**src/rtl/uart_io_sched.sv**
```systemverilog
// uart_io_sched: owns the shared UART unit; buffers core output bytes in a TX
// FIFO and received bytes in an RX FIFO, issuing one go/rors/done operation
// at a time with transmit taking priority over receive.
module uart_io_sched #(
    parameter int unsigned TXDEPTH_LOG = 4,
    parameter int unsigned RXDEPTH_LOG = 2,
    parameter bit          PREFETCH    = 1'b0
) (
    input  logic       clk,
    input  logic       rstn,
    input  logic       tx_valid,
    input  logic [7:0] tx_data,
    output logic       tx_ready,
    input  logic       rx_req,
    output logic       rx_valid,
    output logic [7:0] rx_data,
    input  logic       rx_ack,
    output logic       uart_go,
    output logic       uart_rors,
    output logic [7:0] uart_txdata,
    input  logic       uart_done,
    input  logic [7:0] uart_rxdata,
    output logic       tx_empty,
    output logic       busy
);

    localparam int unsigned TXDEPTH = 1 << TXDEPTH_LOG;
    localparam int unsigned RXDEPTH = 1 << RXDEPTH_LOG;
    localparam int unsigned TXPW    = TXDEPTH_LOG;
    localparam int unsigned RXPW    = RXDEPTH_LOG;
    localparam int unsigned TXCW    = TXDEPTH_LOG + 1;
    localparam int unsigned RXCW    = RXDEPTH_LOG + 1;

    typedef enum logic [1:0] {IDLE, TX_WAIT, RX_WAIT} state_e;

    state_e            state_q, state_d;
    logic [7:0]        tx_mem_q [TXDEPTH];
    logic [TXPW-1:0]   tx_wptr_q, tx_wptr_d, tx_rptr_q, tx_rptr_d;
    logic [TXCW-1:0]   tx_cnt_q, tx_cnt_d;
    logic [7:0]        rx_mem_q [RXDEPTH];
    logic [7:0]        rx_mem_d [RXDEPTH];
    logic [RXPW-1:0]   rx_wptr_q, rx_wptr_d, rx_rptr_q, rx_rptr_d;
    logic [RXCW-1:0]   rx_cnt_q, rx_cnt_d;
    logic              go_q, go_d, rors_q, rors_d;
    logic [7:0]        txdata_q, txdata_d;
    logic              tx_ready_q, tx_ready_d, rx_valid_q, rx_valid_d;
    logic [7:0]        rx_data_q, rx_data_d;
    logic              tx_empty_q, tx_empty_d, busy_q, busy_d;
    logic              tx_push, tx_pop, rx_push, rx_pop;

    assign tx_push = tx_valid && tx_ready_q;
    assign rx_pop  = rx_ack && rx_valid_q;

    // Next-state and handshake decode: TX first, then RX if room and wanted
    always_comb begin
        state_d  = state_q;
        go_d     = 1'b0;
        rors_d   = rors_q;
        txdata_d = txdata_q;
        tx_pop   = 1'b0;
        rx_push  = 1'b0;
        case (state_q)
            IDLE: begin
                if (tx_cnt_q != '0) begin
                    state_d  = TX_WAIT;
                    go_d     = 1'b1;
                    rors_d   = 1'b1;
                    txdata_d = tx_mem_q[tx_rptr_q];
                end else if ((rx_cnt_q != RXCW'(RXDEPTH)) && (rx_req || PREFETCH)) begin
                    state_d = RX_WAIT;
                    go_d    = 1'b1;
                    rors_d  = 1'b0;
                end
            end
            TX_WAIT: begin
                if (uart_done) begin
                    tx_pop  = 1'b1;
                    state_d = IDLE;
                end
            end
            RX_WAIT: begin
                if (uart_done) begin
                    rx_push = 1'b1;
                    state_d = IDLE;
                end
            end
            default: state_d = IDLE;
        endcase
    end

    // FIFO pointer/count update and registered status flags
    always_comb begin
        tx_wptr_d = tx_push ? tx_wptr_q + TXPW'(1) : tx_wptr_q;
        tx_rptr_d = tx_pop  ? tx_rptr_q + TXPW'(1) : tx_rptr_q;
        tx_cnt_d  = tx_cnt_q;
        case ({tx_push, tx_pop})
            2'b10:   tx_cnt_d = tx_cnt_q + TXCW'(1);
            2'b01:   tx_cnt_d = tx_cnt_q - TXCW'(1);
            default: tx_cnt_d = tx_cnt_q;
        endcase

        rx_mem_d  = rx_mem_q;
        if (rx_push) begin
            rx_mem_d[rx_wptr_q] = uart_rxdata;
        end
        rx_wptr_d = rx_push ? rx_wptr_q + RXPW'(1) : rx_wptr_q;
        rx_rptr_d = rx_pop  ? rx_rptr_q + RXPW'(1) : rx_rptr_q;
        rx_cnt_d  = rx_cnt_q;
        case ({rx_push, rx_pop})
            2'b10:   rx_cnt_d = rx_cnt_q + RXCW'(1);
            2'b01:   rx_cnt_d = rx_cnt_q - RXCW'(1);
            default: rx_cnt_d = rx_cnt_q;
        endcase

        tx_ready_d = (tx_cnt_d != TXCW'(TXDEPTH));
        rx_valid_d = (rx_cnt_d != '0);
        rx_data_d  = rx_mem_d[rx_rptr_d];
        tx_empty_d = (tx_cnt_d == '0) && (state_d != TX_WAIT);
        busy_d     = (state_d != IDLE);
    end

    // TX storage; contents only meaningful where count says so
    always_ff @(posedge clk) begin
        if (tx_push) begin
            tx_mem_q[tx_wptr_q] <= tx_data;
        end
    end

    // Control, RX storage and output registers
    always_ff @(posedge clk or negedge rstn) begin
        if (!rstn) begin
            state_q    <= IDLE;
            tx_wptr_q  <= '0;
            tx_rptr_q  <= '0;
            tx_cnt_q   <= '0;
            rx_wptr_q  <= '0;
            rx_rptr_q  <= '0;
            rx_cnt_q   <= '0;
            for (int unsigned i = 0; i < RXDEPTH; i++) begin
                rx_mem_q[i] <= '0;
            end
            go_q       <= 1'b0;
            rors_q     <= 1'b0;
            txdata_q   <= '0;
            tx_ready_q <= 1'b1;
            rx_valid_q <= 1'b0;
            rx_data_q  <= '0;
            tx_empty_q <= 1'b1;
            busy_q     <= 1'b0;
        end else begin
            state_q    <= state_d;
            tx_wptr_q  <= tx_wptr_d;
            tx_rptr_q  <= tx_rptr_d;
            tx_cnt_q   <= tx_cnt_d;
            rx_wptr_q  <= rx_wptr_d;
            rx_rptr_q  <= rx_rptr_d;
            rx_cnt_q   <= rx_cnt_d;
            rx_mem_q   <= rx_mem_d;
            go_q       <= go_d;
            rors_q     <= rors_d;
            txdata_q   <= txdata_d;
            tx_ready_q <= tx_ready_d;
            rx_valid_q <= rx_valid_d;
            rx_data_q  <= rx_data_d;
            tx_empty_q <= tx_empty_d;
            busy_q     <= busy_d;
        end
    end

    assign tx_ready    = tx_ready_q;
    assign rx_valid    = rx_valid_q;
    assign rx_data     = rx_data_q;
    assign uart_go     = go_q;
    assign uart_rors   = rors_q;
    assign uart_txdata = txdata_q;
    assign tx_empty    = tx_empty_q;
    assign busy        = busy_q;

endmodule

```
**config.mk**
```make
export PLATFORM = sky130hd
export DESIGN_NAME = uart_io_sched
export DESIGN_NICKNAME = d
export VERILOG_FILES = /design/src/rtl/uart_io_sched.sv
export SDC_FILE = /design/constraint.sdc
export NUM_CORES = 1
export LEC_CHECK = 0
export ABC_AREA = 0
export CAP_MARGIN = 20
export CELL_PAD_IN_SITES_DETAIL_PLACEMENT = 2
export CELL_PAD_IN_SITES_GLOBAL_PLACEMENT = 2
export CORE_UTILIZATION = 42
export DETAILED_ROUTE_END_ITERATION = 16
export MAX_ROUTING_LAYER = met4
export PLACE_DENSITY_LB_ADDON = 0.1
export SYNTH_ARGS = -nofsm -noshare
export SYNTH_HDL_FRONTEND = slang
export SYNTH_SLANG_ARGS = --single-unit
```
**constraint.sdc**
```tcl
create_clock -name clk -period 2.6 [get_ports clk]
set_clock_uncertainty 0.05 [all_clocks]
set_input_delay 0.52 -clock clk [delete_from_list [all_inputs] [get_ports clk]]
set_output_delay 0.52 -clock clk [all_outputs]
set_load 0.01 [all_outputs]
```
-- Word level (Yosys, flattened, before mapping)
Memory sizes are Yosys's and may differ from the RTL's. A register that Yosys moved wholly into a read port is not among the register bits.
Cells that the tools add are included.
- bits in latches: 0
- bits in read-only memories: 0
- output and inout port bits: 22
- bits in registers: 68
- logic and storage cells: 80
- memories kept: 1
- bits in writable memories: 128
- bits of input ports: 22
- memories (name ; depth ; width ; rd ports ; clocked after memory_dff ; wr ports ; line ; RTL):
    tx_mem_q ; 16 ; 8 ; 1 ; 1 ; 1 ; 37 ; logic [7:0] tx_mem_q [TXDEPTH];
- multiply operators: 0
- div/mod/pow operators: 0
- reduce and logical (&&, ||, !) cells: 15
- shifts and indexed selects: 0
- bitwise operators: 2
- $lt $le $gt $ge: 3
- equality and inequality tests: 9
- $add $sub $neg: 8
- mux-type cells: 24
- operator list (operator ; count):
    32-bit bitwise mux ; 1
    32-bit 2-to-1 mux ; 1
    8-bit 2-to-1 mux ; 3
    8-bit binary-select mux with 2-bit select ; 1
    8-bit demux with 2-bit select ; 1
    1-bit 2-to-1 mux ; 10
    5-bit one-hot mux with 2 select lines ; 1
    4-bit by 1-bit adder with 4-bit output (second input constant) ; 2
    2-bit 2-to-1 mux ; 4
    2-bit by 1-bit equality test with 1-bit output (second input constant) ; 3
    2-bit equality test (second input constant) ; 3
    3-bit greater-or-equal comparator (second input constant) ; 2
    2-bit NOT with 3-bit output ; 2
    3-bit one-hot mux with 2 select lines ; 1
    5-bit by 1-bit adder with 5-bit output (second input constant) ; 1
    1-bit logical AND ; 5
    5-bit zero test ; 1
    5-bit != test (second input constant) ; 1
    5-bit nonzero test ; 1
    5-bit by 1-bit subtractor with 5-bit output (second input constant) ; 1
    2-bit by 1-bit adder with 2-bit output (second input constant) ; 2
    2-bit one-hot mux with 2 select lines ; 1
    2-bit AND reduction ; 2
    2-bit nonzero test ; 2
    9 further kinds ; 9

-- Longest topological paths before layout
- depth after elaboration: 10
- gate-level depth with buffers: 11
- gate-level depth less buffers: 11

-- Worst setup path before layout
Ideal clock, no wire load.
- kind: reg2reg
- from: register tx_ready_q (netlist: tx_ready)
- to: register tx_empty_q (netlist: tx_empty)
- setup time: 0.063 ns
- period minus slack after synthesis: 2.477 ns
- stages on the path, launching flop included: 10
- data arrival time: 2.364 ns
- path slack: 0.123 ns
- path buffers: 1
- data required time: 2.487 ns
- path through: dfstp_2 -> and2_1 -> clkbuf_1 -> nor2_2 -> xor2_1 -> ha_1 -> a21oi_1 -> xnor3_1 -> o41ai_1 -> and4_1
- word-level cells in the longest chain between the ends: 5
- elaborated cells on any way between the ends: 6
- classes of those cells: 2 x eq/ne; 1 x mux; 3 x reduce/logical
- ends and longest elaborated chain (what ; line ; RTL):
    start, declared ; 46 ; logic tx_ready_q, tx_ready_d, rx_valid_q, rx_valid_d;
    start signal, assigned ; 162 ; tx_ready_q <= tx_ready_d;
    1-bit logical AND (*) ; 51 ; assign tx_push = tx_valid && tx_ready_q;
    2-bit by 1-bit equality test with 1-bit output or 2-bit equality test (tied branches) ; 96 ; case ({tx_push, tx_pop})
    5-bit one-hot mux with 2 select lines (*) ; 96 ;
    5-bit zero test (*) ; 118 ; tx_empty_d = (tx_cnt_d == '0) && (state_d != TX_WAIT);
    1-bit logical AND (*) ; 118 ;
    via tx_empty_d ; 48 ; logic tx_empty_q, tx_empty_d, busy_q, busy_d;
    end signal, assigned ; 165 ; tx_empty_q <= tx_empty_d;
    end, declared ; 48 ;
The timed path passes the listed nets; every way through them passes the cells marked *.
A chain may end at the register's enable or synchronous reset.

-- Worst setup path in the final report
- from: register state_q[1]
- to: register tx_ready_q (netlist: tx_ready)
- word-level cells in the longest chain between the ends: 5
- elaborated cells on any way between the ends: 6
- classes of those cells: 4 x eq/ne; 2 x mux
- ends and longest elaborated chain (what ; line ; RTL):
    start, declared ; 36 ; state_e state_q, state_d;
    start signal, assigned ; 151 ; state_q <= state_d;
    2-bit by 1-bit equality test with 1-bit output (*) ; 62 ; case (state_q)
    1-bit 2-to-1 mux (*) ; 62 ;
    2-bit by 1-bit equality test with 1-bit output or 2-bit equality test (tied branches) ; 96 ;
    5-bit one-hot mux with 2 select lines (*) ; 96 ;
    via tx_cnt_d[4] ; 39 ; logic [TXCW-1:0] tx_cnt_q, tx_cnt_d;
    5-bit != test (*) ; 115 ; tx_ready_d = (tx_cnt_d != TXCW'(TXDEPTH));
    via tx_ready_d ; 46 ;
Marked as above.

==> qor.csv <==
metric,value,unit
Slew HR,50.9,%
Final Setup Violations,0,
largest net degree at the start of global routing,43,
Leak,4.07,nW
worst skew pair latency,520,ps
CP required,2990,ps
power per cell area,1080,mW/mm2
register share of total power,39.6,%
P_int,0.00793,W
"Slew Viols, Final",0,
Worst Setup Start Kind,flip-flop,
Vias/cell,5.37,
fin crit period,2380,ps
DP HPWL,13.7,mm
WL/cell,24.2,um
Syn Nets,486,
die width,144,um
synth warn,0,
Clock Path Buffers,3,
vias in the first global route,5002,
Critical R2R Launch,state_q[1],
RSZ-0062 raised after global routing,no,
Synth Flop Type,edfxtp_1,
Hold EP,rx_cnt_q[2],
synthesized area per cell,18.9,um2
Worst Setup SP,state_q[1],
Min-Delay Path Depth,1,
DRC Markers,0,
Starting DRT DRC Count,152,
design area,0.0104,mm2
CTS sink count,204,
"commonest non-fill, non-tap cell in the layout",edfxtp_1,
post-route ant nets,0,
Hold Path Class,reg -> reg,
Final #Nets,587,
maximum clock rate,421,MHz
WP data arrival,2760,ps
CTS tree,built,
sw frac,29.7,%
"Worst Path Class, Setup",reg -> reg,
number of synthesized register bits,204,
Core Region,0.0196,mm2
"Hold Vio Cnt, Final",0,
DRT Pass-1 Iters,4,
first-pass GRT wire length,30.6,mm
DIE AREA,0.0207,mm2
area grow syn2layout,23.1,%
total grt overflow,0,
PortBufs,43,
GRT Overall Usage,21.2,%
gpl congestion,0.769,
Root Buffer,clkbuf_16,
Max VDD drop,638,uV
max-cap violation count,0,
"Cell Area, Placed",0.00965,mm2
Routed WL,20.1,mm
CTS buffer count,23,
period utilisation layout,91.4,%
outcome,"finished, final reports clean",
post-synthesis sequential area ratio,67.9,%
ys async rst share,37.3,%
initial antenna violation count,1,
htree depth,1,
gate count after technology mapping,447,
cell row count,51,
r2r worst-path depth,11,
Post-CTS Setup Inserts,0,
hold path start,rx_cnt_q[2],
CP Capture Type,flip-flop,
crit path max fanout,4,
register-to-register setup slack,220,ps
reg2reg end,tx_ready,
number of flops mapped to enable cells by yosys,128,
Initial Util,43.2,%
vias after detailed routing,4466,
share of cells above drive strength 1,27.3,%
hold_ws,427,ps
area of the mapped netlist,0.00847,mm2
die height,144,um
clock power share,27.7,%
Yosys cell types,49,
most frequent cells in the layout,"edfxtp_1, dfrtp_1, mux2_2, clkdlybuf4s50_1, buf_4",
clock slew at reported path FFs,60,ps
combinational power share,32.7,%
Slew @ Worst Pin,734,ps
sw power,0.00336,W
I/O Pins,44,
worst max-delay path by stage:
stage | slack, ps | endpoint
after floorplan | 120 | tx_empty
after global placement | -220 | tx_empty
after detailed placement | -310 | tx_empty
after CTS | 20 | tx_empty
after global routing | 10 | tx_empty
final | 220 | tx_ready
worst max-delay path, cell delays in order, from the launching register on:
cell     delay [ps]
dfrtp_2         430
inv_1            90
ha_1            160
nand2_2         100
nor2_4          110
xor2_1          190
ha_2            250
a21o_1          120
a22oi_1          70
o31a_1          320
or2_2           310
nand4_1         110
stage by stage:
stage	worst slack (ps)	instances	util, %	TNS [ps]	power [W]
after global routing	14.9	830	53.2	0	0.0119
after detailed placement	-309	787	49.2	-888	0.00824
after global placement	-222	787	49.2	-595	0.00801
after CTS	18.5	830	53.0	0	0.0114
final	224	831	53.2	0	0.0113
after floorplan	123	447	-	0	0.00666
cell families after synthesis:
family	Yosys count	synth area share (%)
compound gates	21	1.79
mux	90	19.7
fa+ha+maj	17	2.60
simple gates	64	4.21
flops	204	67.9
xor+xnor	17	1.92
buf+inv	34	1.94
repair_timing:
| action | CTS | global route |
|---|---|---|
| gates resized for setup | 0 | 8 |
| endpoints found under the setup margin | 0 | 3 |
| hold buffers | 1 | 0 |
| hold endpoints to repair | 39 | 0 |
sequential cells by signal, indices dropped and copies added (netlist names), 2 cells and up:
name and count:
uart_txdata 8, rx_rptr_q 2, tx_wptr_q 4, tx_rptr_q 4
rx_cnt_q 3, state_q 2, tx_mem_q 128, rx_mem_q 32
rx_data 8, tx_cnt_q 5, rx_wptr_q 2
synth_stat cells (2+ instances only):
master | count | share of area [%]
inv_1 | 20 | 0.89
and3_1 | 6 | 0.44
o21ai_0 | 2 | 0.12
nor3_1 | 2 | 0.12
a211oi_1 | 3 | 0.27
a21oi_1 | 3 | 0.18
xnor2_1 | 11 | 1.1
nor4_1 | 4 | 0.30
nor2b_1 | 2 | 0.15
o31a_1 | 2 | 0.21
clkbuf_1 | 7 | 0.31
mux2_2 | 42 | 5.6
nand3_1 | 6 | 0.35
buf_6 | 3 | 0.40
dfstp_2 | 2 | 0.62
nor2_1 | 3 | 0.13
a21o_1 | 2 | 0.18
edfxtp_1 | 128 | 45
mux4_1 | 30 | 9.3
and2_1 | 14 | 1.0
buf_2 | 2 | 0.12
or2_2 | 2 | 0.15
mux4_2 | 18 | 4.8
xor2_1 | 5 | 0.52
nand4_1 | 2 | 0.15
dfrtp_1 | 74 | 22
nand2_1 | 15 | 0.66
ha_1 | 16 | 2.4
power by group through the flow:
| stage | clock network (W) | registers, W | logic, W |
|---|---|---|---|
| final | 0.00312 | 0.00447 | 0.00369 |
| after global routing | 0.00330 | 0.00453 | 0.00404 |
| after CTS | 0.00321 | 0.00447 | 0.00374 |
| after detailed placement | 0 | 0.00453 | 0.00371 |
| after global placement | 0 | 0.00447 | 0.00354 |
| after floorplan | 0 | 0.00443 | 0.00223 |
layer usage:
metal  share of wire [%]  vias up  wire length (um)  GRT usage [%]
li1                    -     1970                 -              -
met1                  43     2352              8610           27.9
met2                  50      108             10000           34.7
met3                 5.1       36              1040           3.05
met4                 2.3        0               460           5.38
met5                   0        -                 0              -
final cells by class:
cell class	count	area, um2
multi-input cells	209	2590
repair buffers	90	946
inverters	20	75.1
well taps	265	332
diodes	1	2.50
clock inverters	11	104
flip-flops and latches	204	5750
fillers	1716	9170
clock buffers	31	626
Power figures use the tool's default switching activity.
